[config.mk]
export PLATFORM = sky130hd
export DESIGN_NAME = score_controller
export DESIGN_NICKNAME = d
export VERILOG_FILES = /design/src/rtl/score_pkg.sv /design/src/rtl/rr_arbiter2.sv /design/src/rtl/score_controller.sv
export SDC_FILE = /design/constraint.sdc
export NUM_CORES = 1
export LEC_CHECK = 0
export BUFFER_PORTS_ARGS = -buffer_cell sky130_fd_sc_hd__buf_2
export CORE_MARGIN = 4
export CORE_UTILIZATION = 45
export CTS_BUF_LIST = sky130_fd_sc_hd__clkbuf_8
export DETAILED_ROUTE_END_ITERATION = 8
export HOLD_SLACK_MARGIN = 0.02
export PLACE_DENSITY = 0.68
export SLEW_MARGIN = 30
export SYNTH_ARGS = -nofsm -noshare
export SYNTH_HDL_FRONTEND = slang
export SYNTH_HIERARCHICAL = 1
export SYNTH_SLANG_ARGS = --single-unit
[constraint.sdc]
create_clock -name clk -period 3.65 [get_ports clk]
set_clock_uncertainty 0.1 [all_clocks]
set_input_delay 0.1825 -clock clk [delete_from_list [all_inputs] [get_ports clk]]
set_output_delay 0.1825 -clock clk [all_outputs]
set_load 0.05 [all_outputs]
[src/rtl/score_pkg.sv]
`default_nettype none
// ============================================================================
// Module      : score_pkg
// Description : Shared types and constants for the two-player score controller.
// Revision    : 1.0 - initial release
// ============================================================================
package score_pkg;

    typedef enum logic [0:0] {
        ST_PLAY = 1'b0,
        ST_WIN  = 1'b1
    } state_t;

    localparam logic [1:0] C_WINNER_NONE = 2'b00;
    localparam logic [1:0] C_WINNER_P1   = 2'b01;
    localparam logic [1:0] C_WINNER_P2   = 2'b10;

    localparam int DEFAULT_WIN_SCORE = 7;

endpackage : score_pkg
`default_nettype wire

[src/rtl/rr_arbiter2.sv]
`default_nettype none
// ============================================================================
// Module      : rr_arbiter2
// Description : Two-way round-robin arbiter; i_ptr = 0 favours requester 0.
// Revision    : 1.0 - initial release
// ============================================================================
module rr_arbiter2
    import score_pkg::*;
(
    input  logic [1:0] i_req,
    input  logic       i_ptr,
    output logic [1:0] o_gnt
);

    always_comb begin
        o_gnt = 2'b00;
        case (i_req)
            2'b01:   o_gnt = 2'b01;
            2'b10:   o_gnt = 2'b10;
            2'b11:   o_gnt = i_ptr ? 2'b10 : 2'b01;
            default: o_gnt = 2'b00;
        endcase
    end

endmodule : rr_arbiter2
`default_nettype wire

[src/rtl/score_controller.sv]
`default_nettype none
// ============================================================================
// Module      : score_controller
// Description : Two-player point arbiter and scorekeeper with PLAY/WIN FSM.
//               Define SCORE_BLINK_EN to blink the winner's digit in WIN.
// Revision    : 1.0 - initial release
// ============================================================================
module score_controller
    import score_pkg::*;
#(
    parameter int WIN_SCORE = DEFAULT_WIN_SCORE,
    parameter int BLINK_DIV = 25_000_000
) (
    input  logic       clk,
    input  logic       reset,
    input  logic       p1_req,
    input  logic       p2_req,
    input  logic       clear,
    output logic [3:0] p1_digit,
    output logic [3:0] p2_digit,
    output logic       p1_blank,
    output logic       p2_blank,
    output logic [1:0] grant,
    output logic [1:0] winner,
    output logic       game_over
);

    localparam logic [3:0] C_WIN_SCORE = 4'(WIN_SCORE);

    if (WIN_SCORE < 1 || WIN_SCORE > 15 || BLINK_DIV < 1) begin : g_param_check
        $error("score_controller: WIN_SCORE must be 1..15 and BLINK_DIV >= 1");
    end

    state_t     state_q,  state_d;
    logic [1:0] pend_q,   pend_d;
    logic [3:0] score1_q, score1_d;
    logic [3:0] score2_q, score2_d;
    logic [1:0] grant_q,  grant_d;
    logic [1:0] winner_q, winner_d;
    logic       ptr_q,    ptr_d;
    logic [1:0] w_arb_gnt;
    logic [3:0] w_score1_inc;
    logic [3:0] w_score2_inc;

    rr_arbiter2 u_arb (
        .i_req (pend_q),
        .i_ptr (ptr_q),
        .o_gnt (w_arb_gnt)
    );

    assign w_score1_inc = score1_q + 4'd1;
    assign w_score2_inc = score2_q + 4'd1;

    always_comb begin
        state_d  = state_q;
        pend_d   = pend_q;
        score1_d = score1_q;
        score2_d = score2_q;
        grant_d  = 2'b00;
        winner_d = winner_q;
        ptr_d    = ptr_q;

        if (clear) begin
            state_d  = ST_PLAY;
            pend_d   = 2'b00;
            score1_d = 4'd0;
            score2_d = 4'd0;
            winner_d = C_WINNER_NONE;
        end else if (state_q == ST_PLAY) begin
            // A set flag is either being granted now or holds; either way a new pulse is dropped.
            pend_d  = (pend_q & ~w_arb_gnt) | ({p2_req, p1_req} & ~pend_q);
            grant_d = w_arb_gnt;
            if (w_arb_gnt[0]) begin
                score1_d = w_score1_inc;
                ptr_d    = 1'b1;
                if (w_score1_inc == C_WIN_SCORE) begin
                    state_d  = ST_WIN;
                    winner_d = C_WINNER_P1;
                    pend_d   = 2'b00;
                end
            end else if (w_arb_gnt[1]) begin
                score2_d = w_score2_inc;
                ptr_d    = 1'b0;
                if (w_score2_inc == C_WIN_SCORE) begin
                    state_d  = ST_WIN;
                    winner_d = C_WINNER_P2;
                    pend_d   = 2'b00;
                end
            end
        end else begin
            pend_d = 2'b00;
        end
    end

    always_ff @(posedge clk or posedge reset) begin
        if (reset) begin
            state_q  <= ST_PLAY;
            pend_q   <= 2'b00;
            score1_q <= 4'd0;
            score2_q <= 4'd0;
            grant_q  <= 2'b00;
            winner_q <= C_WINNER_NONE;
            ptr_q    <= 1'b0;
        end else begin
            state_q  <= state_d;
            pend_q   <= pend_d;
            score1_q <= score1_d;
            score2_q <= score2_d;
            grant_q  <= grant_d;
            winner_q <= winner_d;
            ptr_q    <= ptr_d;
        end
    end

    assign p1_digit  = score1_q;
    assign p2_digit  = score2_q;
    assign grant     = grant_q;
    assign winner    = winner_q;
    assign game_over = (state_q == ST_WIN);

`ifdef SCORE_BLINK_EN
    localparam int C_BLINK_W = (BLINK_DIV > 1) ? $clog2(BLINK_DIV) : 1;
    localparam logic [C_BLINK_W-1:0] C_BLINK_LAST = C_BLINK_W'(BLINK_DIV - 1);

    logic [C_BLINK_W-1:0] blink_cnt_q, blink_cnt_d;
    logic [1:0]           blank_q,     blank_d;

    // blank bits line up with the one-hot winner code, so entry and toggle reuse it directly.
    always_comb begin
        blink_cnt_d = blink_cnt_q;
        blank_d     = blank_q;
        if (clear) begin
            blink_cnt_d = '0;
            blank_d     = 2'b00;
        end else if (state_q == ST_PLAY) begin
            blink_cnt_d = '0;
            blank_d     = (state_d == ST_WIN) ? winner_d : 2'b00;
        end else if (blink_cnt_q == C_BLINK_LAST) begin
            blink_cnt_d = '0;
            blank_d     = blank_q ^ winner_q;
        end else begin
            blink_cnt_d = blink_cnt_q + 1'b1;
        end
    end

    always_ff @(posedge clk or posedge reset) begin
        if (reset) begin
            blink_cnt_q <= '0;
            blank_q     <= 2'b00;
        end else begin
            blink_cnt_q <= blink_cnt_d;
            blank_q     <= blank_d;
        end
    end

    assign p1_blank = blank_q[0];
    assign p2_blank = blank_q[1];
`else
    assign p1_blank = 1'b0;
    assign p2_blank = 1'b0;
`endif

endmodule : score_controller
`default_nettype wire

==> results.rst, run 1 <==
.. list-table::
   :header-rows: 1

   * - Metric
     - Value
   * - Pin count of the biggest net entering global routing
     - 17
   * - Result of the run
     - finished, final reports clean
   * - Synth Cell Area
     - 907 µm²
   * - Clk buf depth
     - 2
   * - Transition time at the pin with the least slew margin
     - 0.655 ns
   * - Most area-hungry cell type in the Yosys netlist
     - sky130_fd_sc_hd__dfrtp_1
   * - Number of design rule violations left after detail routing
     - 0
   * - Final GP Congestion
     - 0.774
   * - Power after layout
     - 0.000456 W
   * - Sequential-to-total area share from yosys stat
     - 44.1%
   * - Top cells by count, synth
     - sky130_fd_sc_hd__dfrtp_1 (16), sky130_fd_sc_hd__inv_1 (10), sky130_fd_sc_hd__nor2_1 (10)
   * - Count of inserted antenna diode cells
     - 0
   * - Share of synthesized flip-flops with an asynchronous set or reset
     - 100%
   * - Most frequent cell after synthesis
     - sky130_fd_sc_hd__dfrtp_1
   * - Yosys warnings
     - 6
   * - Period utilisation layout
     - 50.5%
   * - Static leakage
     - 0.518 nW
   * - All-layer global routing usage
     - 15.6%
   * - Sum Neg Setup Slack
     - 0 ns
   * - Vert. Die Dim
     - 52.9 µm
   * - Worst vdd ir
     - 298 µV
   * - Die Wd
     - 52.9 µm
   * - Violation count after the first detailed-routing iteration
     - 13
   * - Area fraction of the dominant cell type after synthesis
     - 44.1%
   * - Number of ports placed on the die boundary
     - 20
   * - Mean post-synth cell area
     - 9.75 µm²
   * - Fillers
     - 176
   * - Number of buffers added on ports
     - 17
   * - Number of distinct standard cells referenced by the synthesized netlist
     - 39
   * - WP data arrival
     - 1.92 ns
   * - Number of clock sinks
     - 16
   * - Worst slack, placed
     - 1.50 ns
   * - Max-slew violation total from the final report
     - 0
   * - Launching element type of the critical path
     - register
   * - Clock Pin Slew Worst Setup and Hold Paths
     - 0.06 ns
   * - Number of vias per cell
     - 5.26
   * - DRT antenna net count
     - 0
   * - Signed area change from the synthesized netlist to the final layout
     - 17.8%
   * - Overall routed net length
     - 1.81 mm
   * - Critical-path cell with the highest stage delay
     - sky130_fd_sc_hd__a21boi_1
   * - Total CTS buffers
     - 3
   * - Top area cells in the synthesized netlist
     - sky130_fd_sc_hd__dfrtp_1 (44%), sky130_fd_sc_hd__ha_1 (5.5%), sky130_fd_sc_hd__inv_1 (4.1%)
   * - Worst slew margin
     - 56.2%
   * - Number of enable-type register cells in the synthesized netlist
     - 0
   * - Avg WL per Cell
     - 13.2 µm
   * - Post-synthesis cell count
     - 93
   * - Worst min-delay path class
     - in2reg
   * - Number of buffer and inverter instances along the worst setup path
     - 0
   * - Initial standard-cell utilization of the core
     - 49.8%
   * - Final setup vio count
     - 0
   * - Required @ worst endpoint
     - 3.72 ns
   * - Remaining global-route overflow
     - 0
   * - Element type at the critical path end
     - register
   * - Worst-case hold slack
     - 0.154 ns
   * - Proportion of layout cells with a drive suffix above 1
     - 23.2%
   * - Initial antenna violation count
     - 0
   * - Highest achievable clock rate
     - 542 MHz
   * - Top_reg_cell synth
     - sky130_fd_sc_hd__dfrtp_1
   * - Number of standard-cell rows in the floorplan
     - 15
   * - Finished Cell Area
     - 1070 µm²
   * - Clock H-tree levels
     - 1
   * - Clock latency on the worst-skew pair
     - 0.25 ns
   * - Area enclosed by the die boundary
     - 2800 µm²
   * - Final Hold Fails
     - 0
   * - Detailed Routing Iterations Pass 1
     - 4
   * - HPWL after detailed placement
     - 1.36 mm
   * - Power per cell area
     - 427 nW/µm²
   * - Critical Path Max Stage Delay
     - 0.57 ns
   * - Critical setup path kind
     - reg2reg
   * - Core Box Area
     - 1820 µm²
   * - Top Family by Delay on Critical Path
     - compound AO/OA/AOI/OAI gates
   * - CTS tree
     - done
   * - Crit path max fanout
     - 7
   * - First-pass GRT wire length
     - 3.22 mm
   * - Worst setup margin
     - 1.81 ns
   * - Final critical-path required period
     - 1.84 ns
   * - Clock tree root buffer cell
     - sky130_fd_sc_hd__clkbuf_8
   * - Total setup buffers inserted after CTS
     - 0
   * - Via count of the first global-routing pass
     - 732
   * - Via count
     - 721
   * - Net count of the finished layout
     - 122
   * - Maximum Capacitance Violations
     - 0
   * - Unrepaired setup endpoints after global routing
     - no
   * - CP Cell Sequence
     - a21boi_1 > nand2b_1 > or3_1 > a21oi_1
   * - Seq cells post-synth
     - 16
   * - Post-place instance area
     - 1000 µm²
## cell type report
type | instances | area [µm²] | share of cell area, %
multi-input cells | 63 | 445 | 41.7
flip-flops and latches | 16 | 400 | 37.5
repair buffers | 18 | 95.1 | 8.90
clock buffers | 4 | 55.1 | 5.15
inverters | 11 | 41.3 | 3.86
well taps | 25 | 31.3 | 2.93
## worst paths after layout
path                           start           to  slack, ns  depth (start not counted)
min in group asynchronous      reset  p1_digit[0]       0.45                          3
setup / recovery           pend_q[0]  p1_digit[3]       1.81                          4
hold reg to reg                ptr_q        ptr_q       0.45                          2
max in group asynchronous      reset     grant[0]       2.61                          3
hold / removal                p2_req    pend_q[1]       0.15                          3
setup reg to reg           pend_q[0]  p1_digit[3]       1.81                          4
## tightest hold or removal path: cells and delay by family
kind                   cells  cell delay [ns]
AND/OR/NAND/NOR            1             0.06
multiplexers               1             0.13
buffers and inverters      1             0.10
## logic make-up (layout without fill, tap and decap cells)
| logic type | count (synthesis) | in the layout | synth area share, % |
|---|---|---|---|
| compound gates | 18 | 18 | 15.7 |
| simple gates | 32 | 32 | 20.0 |
| other cells | 1 | 2 | 0.413 |
| mux | 2 | 2 | 2.21 |
| flops | 16 | 16 | 44.1 |
| fa+ha+maj | 4 | 4 | 5.52 |
| buf+inv | 15 | 33 | 7.17 |
| xor+xnor | 5 | 5 | 4.83 |
## sequential cells by signal (all words and copies together), names as in the netlist
name and count:
game_over 1, grant 2, p1_digit 4, p2_digit 4, pend_q 2, ptr_q 1
winner 2
## report_power, final
group	leakage, nW	switching [W]	internal, W	total, W
combinational	0.274	0.0000679	0.0000285	0.0000964
sequential	0.215	0.0000146	0.000190	0.000205
clock	0.0288	0.0000598	0.0000956	0.000155
total	0.518	0.000142	0.000314	0.000456
## through the flow
| stage | util [%] | instances |
|---|---|---|
| 2_1_floorplan | - | 94 |
| 3_3_place_gp | 55.1 | 132 |
| 3_5_place_dp | 55.1 | 132 |
| 4_1_cts | 58.7 | 137 |
| 5_1_grt | 58.7 | 137 |
| 6_report | 58.7 | 137 |
## cells in the final DEF (no fill, tap or decap), types with 2 or more instances in the layout
cell type                  count
sky130_fd_sc_hd__xor2_1        3
sky130_fd_sc_hd__conb_1        2
sky130_fd_sc_hd__nor2_1       10
sky130_fd_sc_hd__nor3b_1       2
sky130_fd_sc_hd__a21boi_1      2
sky130_fd_sc_hd__o31ai_1       2
sky130_fd_sc_hd__nand2b_1      4
sky130_fd_sc_hd__inv_1        10
sky130_fd_sc_hd__a211oi_1      3
sky130_fd_sc_hd__ha_1          4
sky130_fd_sc_hd__buf_2        17
sky130_fd_sc_hd__a21oi_1       2
sky130_fd_sc_hd__xnor2_1       2
sky130_fd_sc_hd__mux2i_1       2
sky130_fd_sc_hd__nand2_1       3
sky130_fd_sc_hd__dfrtp_1      16
sky130_fd_sc_hd__nor4_1        4
sky130_fd_sc_hd__clkbuf_8      4
## routing by layer
layer	vias to the layer above	wire, µm	global-route usage, %
li1	357	-	-
met1	347	817	18.6
met2	17	883	26.9
met3	0	107	5.63
met4	0	0	2.98
met5	-	0	0
## what timing repair did
| item | in CTS | in global routing |
|---|---|---|
| endpoints found under the hold margin | 16 | 0 |
| hold buffers | 1 | 0 |
| gates resized for setup | 0 | 0 |
Note: power is estimated with default switching activity, not from simulation.
==> inputs of run 2 (changes only) <==
- ABC_AREA: not set -> 1
- PLACE_DENSITY: 0.68 -> 0.69
- clock period: 3.65 -> 1.7 ns (I/O delays scaled with it)
==> run 2 against run 1 <==
  * Sequential share of layout area shrank 0.26 points
  * Clock power grew 120%
  * Global-route usage grew 0.75 points
  * Flip-flop and latch count is the same
  * Clock-buffer cell count is the same
  * Critical path type unchanged
  * Largest cell class is now sequential cells
  * Largest power group unchanged
==> results.rst, run 2 <==
.. list-table::
   :header-rows: 1

   * - Metric
     - Value
   * - All-layer global routing usage
     - 16.3%
   * - Crit path max fanout
     - 6
   * - Initial standard-cell utilization of the core
     - 48.7%
   * - Yosys warnings
     - 6
   * - Avg WL per Cell
     - 12.4 µm
   * - Post-synthesis cell count
     - 101
   * - Final GP Congestion
     - 0.806
   * - Sequential cell area
     - 400 µm²
   * - Power per cell area
     - 942 nW/µm²
   * - Clock tree root buffer cell
     - sky130_fd_sc_hd__clkbuf_8
   * - Mean post-synth cell area
     - 8.60 µm²
   * - Worst slack, placed
     - 0.243 ns
   * - Detailed Routing Iterations Pass 1
     - 4
   * - Die Wd
     - 51.9 µm
   * - Pin count of the biggest net entering global routing
     - 17
   * - Number of ports placed on the die boundary
     - 20
   * - Most common cell after layout, fill and taps aside
     - sky130_fd_sc_hd__nand2_1
   * - Element type at the critical path end
     - register
   * - Number of vias per cell
     - 4.78
   * - Top cells by count, synth
     - sky130_fd_sc_hd__nand2_1 (21), sky130_fd_sc_hd__dfrtp_1 (16), sky130_fd_sc_hd__inv_1 (11)
   * - WP data arrival
     - 1.51 ns
   * - Required @ worst endpoint
     - 1.74 ns
   * - Initial antenna violation count
     - 0
   * - Share of synthesized flip-flops with an asynchronous set or reset
     - 100%
   * - Vert. Die Dim
     - 51.9 µm
   * - Number of clock sinks
     - 16
   * - Final Hold Fails
     - 0
   * - Clk buf depth
     - 2
   * - Final critical-path required period
     - 1.46 ns
   * - Violation count after the first detailed-routing iteration
     - 11
   * - Via count
     - 722
   * - Total CTS buffers
     - 3
   * - Area of combinational cells with multiple inputs
     - 397 µm²
   * - Clock latency on the worst-skew pair
     - 0.25 ns
   * - Sequential-to-total area share from yosys stat
     - 46.1%
   * - Worst min-delay path class
     - in2async
   * - Critical setup path kind
     - reg2reg
   * - Number of enable-type register cells in the synthesized netlist
     - 0
   * - CTS tree
     - done
   * - Number of design rule violations left after detail routing
     - 0
   * - Number of buffers added on ports
     - 17
   * - Endpoint of the worst register-to-register path
     - winner[1]
   * - Most frequent cell after synthesis
     - sky130_fd_sc_hd__nand2_1
   * - Period utilisation layout
     - 86.2%
   * - Fillers
     - 162
   * - DRT antenna net count
     - 0
   * - First-pass GRT wire length
     - 3.21 mm
   * - Total setup buffers inserted after CTS
     - 0
   * - Worst-case hold slack
     - 0.340 ns
   * - Net count of the finished layout
     - 136
   * - Area fraction of the dominant cell type after synthesis
     - 46.1%
   * - Transition time at the pin with the least slew margin
     - 0.594 ns
   * - Top_reg_cell synth
     - sky130_fd_sc_hd__dfrtp_1
   * - Register-to-Register Setup Slack
     - 0.24 ns
   * - Top area cells in the synthesized netlist
     - sky130_fd_sc_hd__dfrtp_1 (46%), sky130_fd_sc_hd__nand2_1 (9.1%), sky130_fd_sc_hd__ha_1 (5.8%)
   * - Worst slew margin
     - 60.3%
   * - Worst vdd ir
     - 549 µV
   * - Clock Pin Slew Worst Setup and Hold Paths
     - 0.07 ns
   * - Startpoint of the lowest-slack register-to-register path
     - p2_digit[1]
   * - Cell count of the worst reg-to-reg path
     - 10
   * - Remaining global-route overflow
     - 0
   * - Highest achievable clock rate
     - 683 MHz
   * - Unrepaired setup endpoints after global routing
     - no
   * - Via count of the first global-routing pass
     - 729
   * - Seq cells post-synth
     - 16
   * - Number of distinct standard cells referenced by the synthesized netlist
     - 21
   * - Maximum Capacitance Violations
     - 0
   * - Core Box Area
     - 1780 µm²
   * - Signed area change from the synthesized netlist to the final layout
     - 23.9%
   * - Overall routed net length
     - 1.87 mm
   * - Launching element type of the critical path
     - register
   * - Area enclosed by the die boundary
     - 2700 µm²
   * - Most area-hungry cell type in the Yosys netlist
     - sky130_fd_sc_hd__dfrtp_1
   * - Result of the run
     - finished, final reports clean
   * - Sum Neg Setup Slack
     - 0 ns
   * - Worst setup margin
     - 0.235 ns
   * - Commonest cells after routing, fill and taps aside
     - sky130_fd_sc_hd__nand2_1 (21), sky130_fd_sc_hd__buf_2 (17), sky130_fd_sc_hd__dfrtp_1 (16), sky130_fd_sc_hd__inv_1 (11), sky130_fd_sc_hd__nand2_2 (6)
   * - Number of standard-cell rows in the floorplan
     - 15
   * - Count of inserted antenna diode cells
     - 0
   * - Synth Cell Area
     - 868 µm²
   * - Proportion of layout cells with a drive suffix above 1
     - 32.5%
   * - HPWL after detailed placement
     - 1.36 mm
   * - Clock H-tree levels
     - 1
   * - Max-slew violation total from the final report
     - 0
   * - Static leakage
     - 0.571 nW
   * - Final setup vio count
     - 0
==> run 2: changes by cell type after synthesis, moves of 3 or more <==
cell	previous run	this run
sky130_fd_sc_hd__nand2_1	3	21
sky130_fd_sc_hd__nand3_1	1	5
sky130_fd_sc_hd__inv_2	1	5
sky130_fd_sc_hd__o21ai_1	1	5
sky130_fd_sc_hd__nand3_2	0	3
sky130_fd_sc_hd__nor4_1	4	0
sky130_fd_sc_hd__a211oi_1	3	0
sky130_fd_sc_hd__nor2_1	10	4
sky130_fd_sc_hd__nand2b_1	4	0
sky130_fd_sc_hd__nand2_2	0	6
sky130_fd_sc_hd__xor2_1	3	0
==> run 2: how the worst max path moves through the flow <==
stage / startpoint / end / cells after the start / slack, ns
after detailed placement: p1_digit[0] / winner[1] / 7 / 0.24
after global placement: p1_digit[0] / winner[0] / 7 / 0.30
after floorplan: p2_digit[1] / winner[0] / 10 / 0.005
final: p2_digit[1] / winner[1] / 10 / 0.24
after global routing: p2_digit[0] / winner[1] / 9 / 0.11
after CTS: p1_digit[0] / winner[1] / 7 / 0.23
==> run 2: power by group <==
group	leakage, nW	internal (W)	switching (W)
registers	0.214	0.000413	0.0000284
logic	0.328	0.0000606	0.000173
clock network	0.0288	0.000205	0.000132
==> run 2: layout make-up <==
class / instances / area share (%)
Timing Repair Buffer: 22 / 12.3
Multi-Input combinational cell: 68 / 36.9
Sequential cell: 16 / 37.2
Clock buffer: 4 / 5.12
Tap cell: 25 / 2.91
Inverter: 16 / 5.58
==> run 2: layer usage <==
layer  up-vias  GRT usage [%]  part of all wire [%]
li1        369              -                     -
met1       342           19.7                    44
met2        11           28.5                    52
met3         0           2.87                   4.0
met4         0           6.55                     0
met5         -              0                     0
==> run 2: stage by stage <==
stage	util, %	cell area (µm²)	cells	power [W]
floorplan	-	872	102	0.000621
global placement	55.0	981	143	0.000669
detailed placement	55.0	981	143	0.000676
CTS	60.4	1080	151	0.00103
global route	60.4	1080	151	0.00107
finish	60.4	1080	151	0.00101
==> run 2: cells by family (layout without fill, tap and decap cells) <==
group,Yosys count,in the layout,share of synthesized area (%)
fa+ha+maj,4,4,5.76
simple gates,46,46,27.7
other cells,1,2,0.432
flops,16,16,46.1
buf+inv,18,42,8.65
xor+xnor,1,1,1.87
compound gates,15,15,9.51
==> run 2: worst max-delay path, stage by stage, from the launching register on <==
cell and delay [ns]:
sky130_fd_sc_hd__dfrtp_1 0.43, sky130_fd_sc_hd__ha_1 0.20, sky130_fd_sc_hd__inv_1 0.04, sky130_fd_sc_hd__nand2_1 0.07, sky130_fd_sc_hd__nand2_2 0.07, sky130_fd_sc_hd__nor2_4 0.11, sky130_fd_sc_hd__nand3_2 0.11, sky130_fd_sc_hd__nand2_4 0.08
sky130_fd_sc_hd__nand2_2 0.05, sky130_fd_sc_hd__nand2_1 0.05, sky130_fd_sc_hd__nand2_1 0.05
==> run 2: what timing repair did <==
item,in CTS,in global routing
hold buffers,4,0
resized for setup,0,0
hold endpoints to repair,19,0
==> inputs of run 3 (changes only) <==
- clock period: 1.7 -> 1.5 ns (I/O delays scaled with it)
==> run 3 against run 2 <==
  * Utilization rose by 1.7 points
  * Cell area rose by 2.8%
  * First-iteration DRC count rose by 18%
  * Setup slack got worse by 0.16 ns
  * Non-clock buffer count rose by 1
  * Via count fell by 0.83%
  * Fmax rose by 2.8%
==> results.rst, run 3 (synthesis results as in run 2) <==
.. list-table::
   :header-rows: 1

   * - Metric
     - Value
   * - Maximum Capacitance Violations
     - 0
   * - Initial antenna violation count
     - 0
   * - Total CTS buffers
     - 3
   * - Finished Cell Area
     - 1110 µm²
   * - DRT antenna net count
     - 0
   * - Clock power frac
     - 29.1%
   * - Fraction of power consumed by sequential logic
     - 46.2%
   * - Signed area change from the synthesized netlist to the final layout
     - 27.4%
   * - Clock Pin Slew Worst Setup and Hold Paths
     - 0.06 ns
   * - Register-to-Register Setup Slack
     - 0.08 ns
   * - Power per cell area
     - 996 nW/µm²
   * - Via count of the first global-routing pass
     - 660
   * - Crit path max fanout
     - 7
   * - Pin count of the biggest net entering global routing
     - 17
   * - CTS tree
     - done
   * - Net count of the finished layout
     - 137
   * - Die Wd
     - 51.9 µm
   * - Final GP Congestion
     - 0.819
   * - Unrepaired setup endpoints after global routing
     - yes
   * - Worst min-delay path class
     - in2async
   * - Endpoint of the worst register-to-register path
     - winner[0]
   * - Remaining global-route overflow
     - 0
   * - Number of clock sinks
     - 16
   * - Number of buffers added on ports
     - 17
   * - Final critical-path required period
     - 1.42 ns
   * - WP data arrival
     - 1.47 ns
   * - Final Hold Fails
     - 0
   * - Result of the run
     - finished, final reports clean
   * - Static leakage
     - 0.565 nW
   * - Sw Pwr
     - 0.000376 W
   * - Cell count after placement
     - 143
   * - Via count
     - 716
   * - Period utilisation layout
     - 94.9%
   * - Worst slew margin
     - 61.2%
   * - Final setup vio count
     - 0
   * - Detailed Routing Iterations Pass 1
     - 4
   * - First-pass GRT wire length
     - 2.90 mm
   * - Launching element type of the critical path
     - register
   * - Core Box Area
     - 1780 µm²
   * - Overall routed net length
     - 1.67 mm
   * - Power after layout
     - 0.00110 W
   * - Worst setup startpoint
     - p1_digit[0]
   * - Worst vdd ir
     - 735 µV
   * - Max-slew violation total from the final report
     - 0
   * - Violation count after the first detailed-routing iteration
     - 13
   * - Fillers
     - 165
   * - Number of vias per cell
     - 4.71
   * - Element type at the critical path end
     - register
   * - Startpoint of the lowest-slack register-to-register path
     - p1_digit[0]
   * - Clock latency on the worst-skew pair
     - 0.25 ns
   * - Combinational share of power
     - 24.6%
   * - Number of ports placed on the die boundary
     - 20
   * - Avg WL per Cell
     - 11.0 µm
   * - Cell count of the worst reg-to-reg path
     - 7
   * - Clk buf depth
     - 2
   * - Critical setup path kind
     - reg2reg
   * - Final cell count without fillers
     - 152
   * - Proportion of layout cells with a drive suffix above 1
     - 40.9%
   * - Initial standard-cell utilization of the core
     - 48.7%
   * - Most common cell after layout, fill and taps aside
     - sky130_fd_sc_hd__nand2_1
   * - Clock tree root buffer cell
     - sky130_fd_sc_hd__clkbuf_8
   * - Required @ worst endpoint
     - 1.54 ns
   * - HPWL after detailed placement
     - 1.27 mm
   * - Vert. Die Dim
     - 51.9 µm
   * - Area enclosed by the die boundary
     - 2700 µm²
   * - Highest achievable clock rate
     - 702 MHz
   * - Sum Neg Setup Slack
     - 0 ns
   * - Commonest cells after routing, fill and taps aside
     - sky130_fd_sc_hd__nand2_1 (19), sky130_fd_sc_hd__buf_2 (17), sky130_fd_sc_hd__dfrtp_1 (12), sky130_fd_sc_hd__inv_1 (11), sky130_fd_sc_hd__nand2_2 (8)
   * - Count of inserted antenna diode cells
     - 0
   * - Switching part of the total power
     - 34.1%
   * - Cell-internal power
     - 0.000726 W
   * - Post-place instance area
     - 1000 µm²
   * - Number of standard-cell rows in the floorplan
     - 15
   * - Clock H-tree levels
     - 1
   * - Transition time at the pin with the least slew margin
     - 0.581 ns
   * - Number of design rule violations left after detail routing
     - 0
   * - All-layer global routing usage
     - 14.7%
run 3: what timing repair did:
item | in CTS | in global routing
gates resized for setup | 0 | 4
setup endpoints to repair | 0 | 10
hold buffers | 4 | 0
hold endpoints to repair | 19 | 0
setup buffers | 0 | 1
run 3: power by group through the flow:
stage,clock (W),sequential [W],combinational (W)
finish,0.000321,0.000509,0.000272
detailed placement,0,0.000516,0.000256
floorplan,0,0.000595,0.000116
CTS,0.000333,0.000508,0.000265
global placement,0,0.000512,0.000255
global route,0.000364,0.000515,0.000300
run 3: area by class of cell:
cell class | count | area (µm²) | share of cell area [%]
clock buffer | 3 | 41.3 | 3.73
clock inverter | 1 | 3.75 | 0.339
inverter | 16 | 60.1 | 5.43
multi-input combinational | 68 | 424 | 38.3
sequential | 16 | 405 | 36.7
tap | 25 | 31.3 | 2.83
timing repair buffer | 23 | 140 | 12.7
run 3: critical path, stage by stage, from the launching register on:
cell and delay (ns):
sky130_fd_sc_hd__dfrtp_2 0.44, sky130_fd_sc_hd__ha_2 0.21, sky130_fd_sc_hd__xor2_2 0.22, sky130_fd_sc_hd__nand3_2 0.10, sky130_fd_sc_hd__nand2_2 0.09, sky130_fd_sc_hd__nand2_2 0.06
sky130_fd_sc_hd__nand2_1 0.05, sky130_fd_sc_hd__nand2_1 0.04
run 3: per-layer routing:
layer / GRT usage, % / vias up / wire [µm]
li1: - / 370 / -
met1: 18.8 / 329 / 790
met2: 22.2 / 14 / 759
met3: 6.59 / 3 / 105
met4: 3.93 / 0 / 17
met5: 0 / - / 0
run 3: worst max path at each step:
stage                      to  slack, ns  cells after the start
floorplan           winner[0]      0.004                      7
global placement    winner[0]       0.08                      7
detailed placement  winner[0]       0.08                      8
CTS                 winner[0]       0.07                      7
global route        winner[0]      -0.01                      9
finish              winner[0]       0.08                      7
run 3: metrics by stage:
stage / setup WS [ns] / util [%] / hold slack, ns
6_report: 0.0758 / 62.0 / 0.328
5_1_grt: -0.0141 / 62.0 / 0.404
4_1_cts: 0.0709 / 60.9 / 0.357
3_5_place_dp: 0.0788 / 56.1 / 0.0725
3_3_place_gp: 0.0800 / 56.1 / 0.0690
2_1_floorplan: 0.00417 / - / -0.112
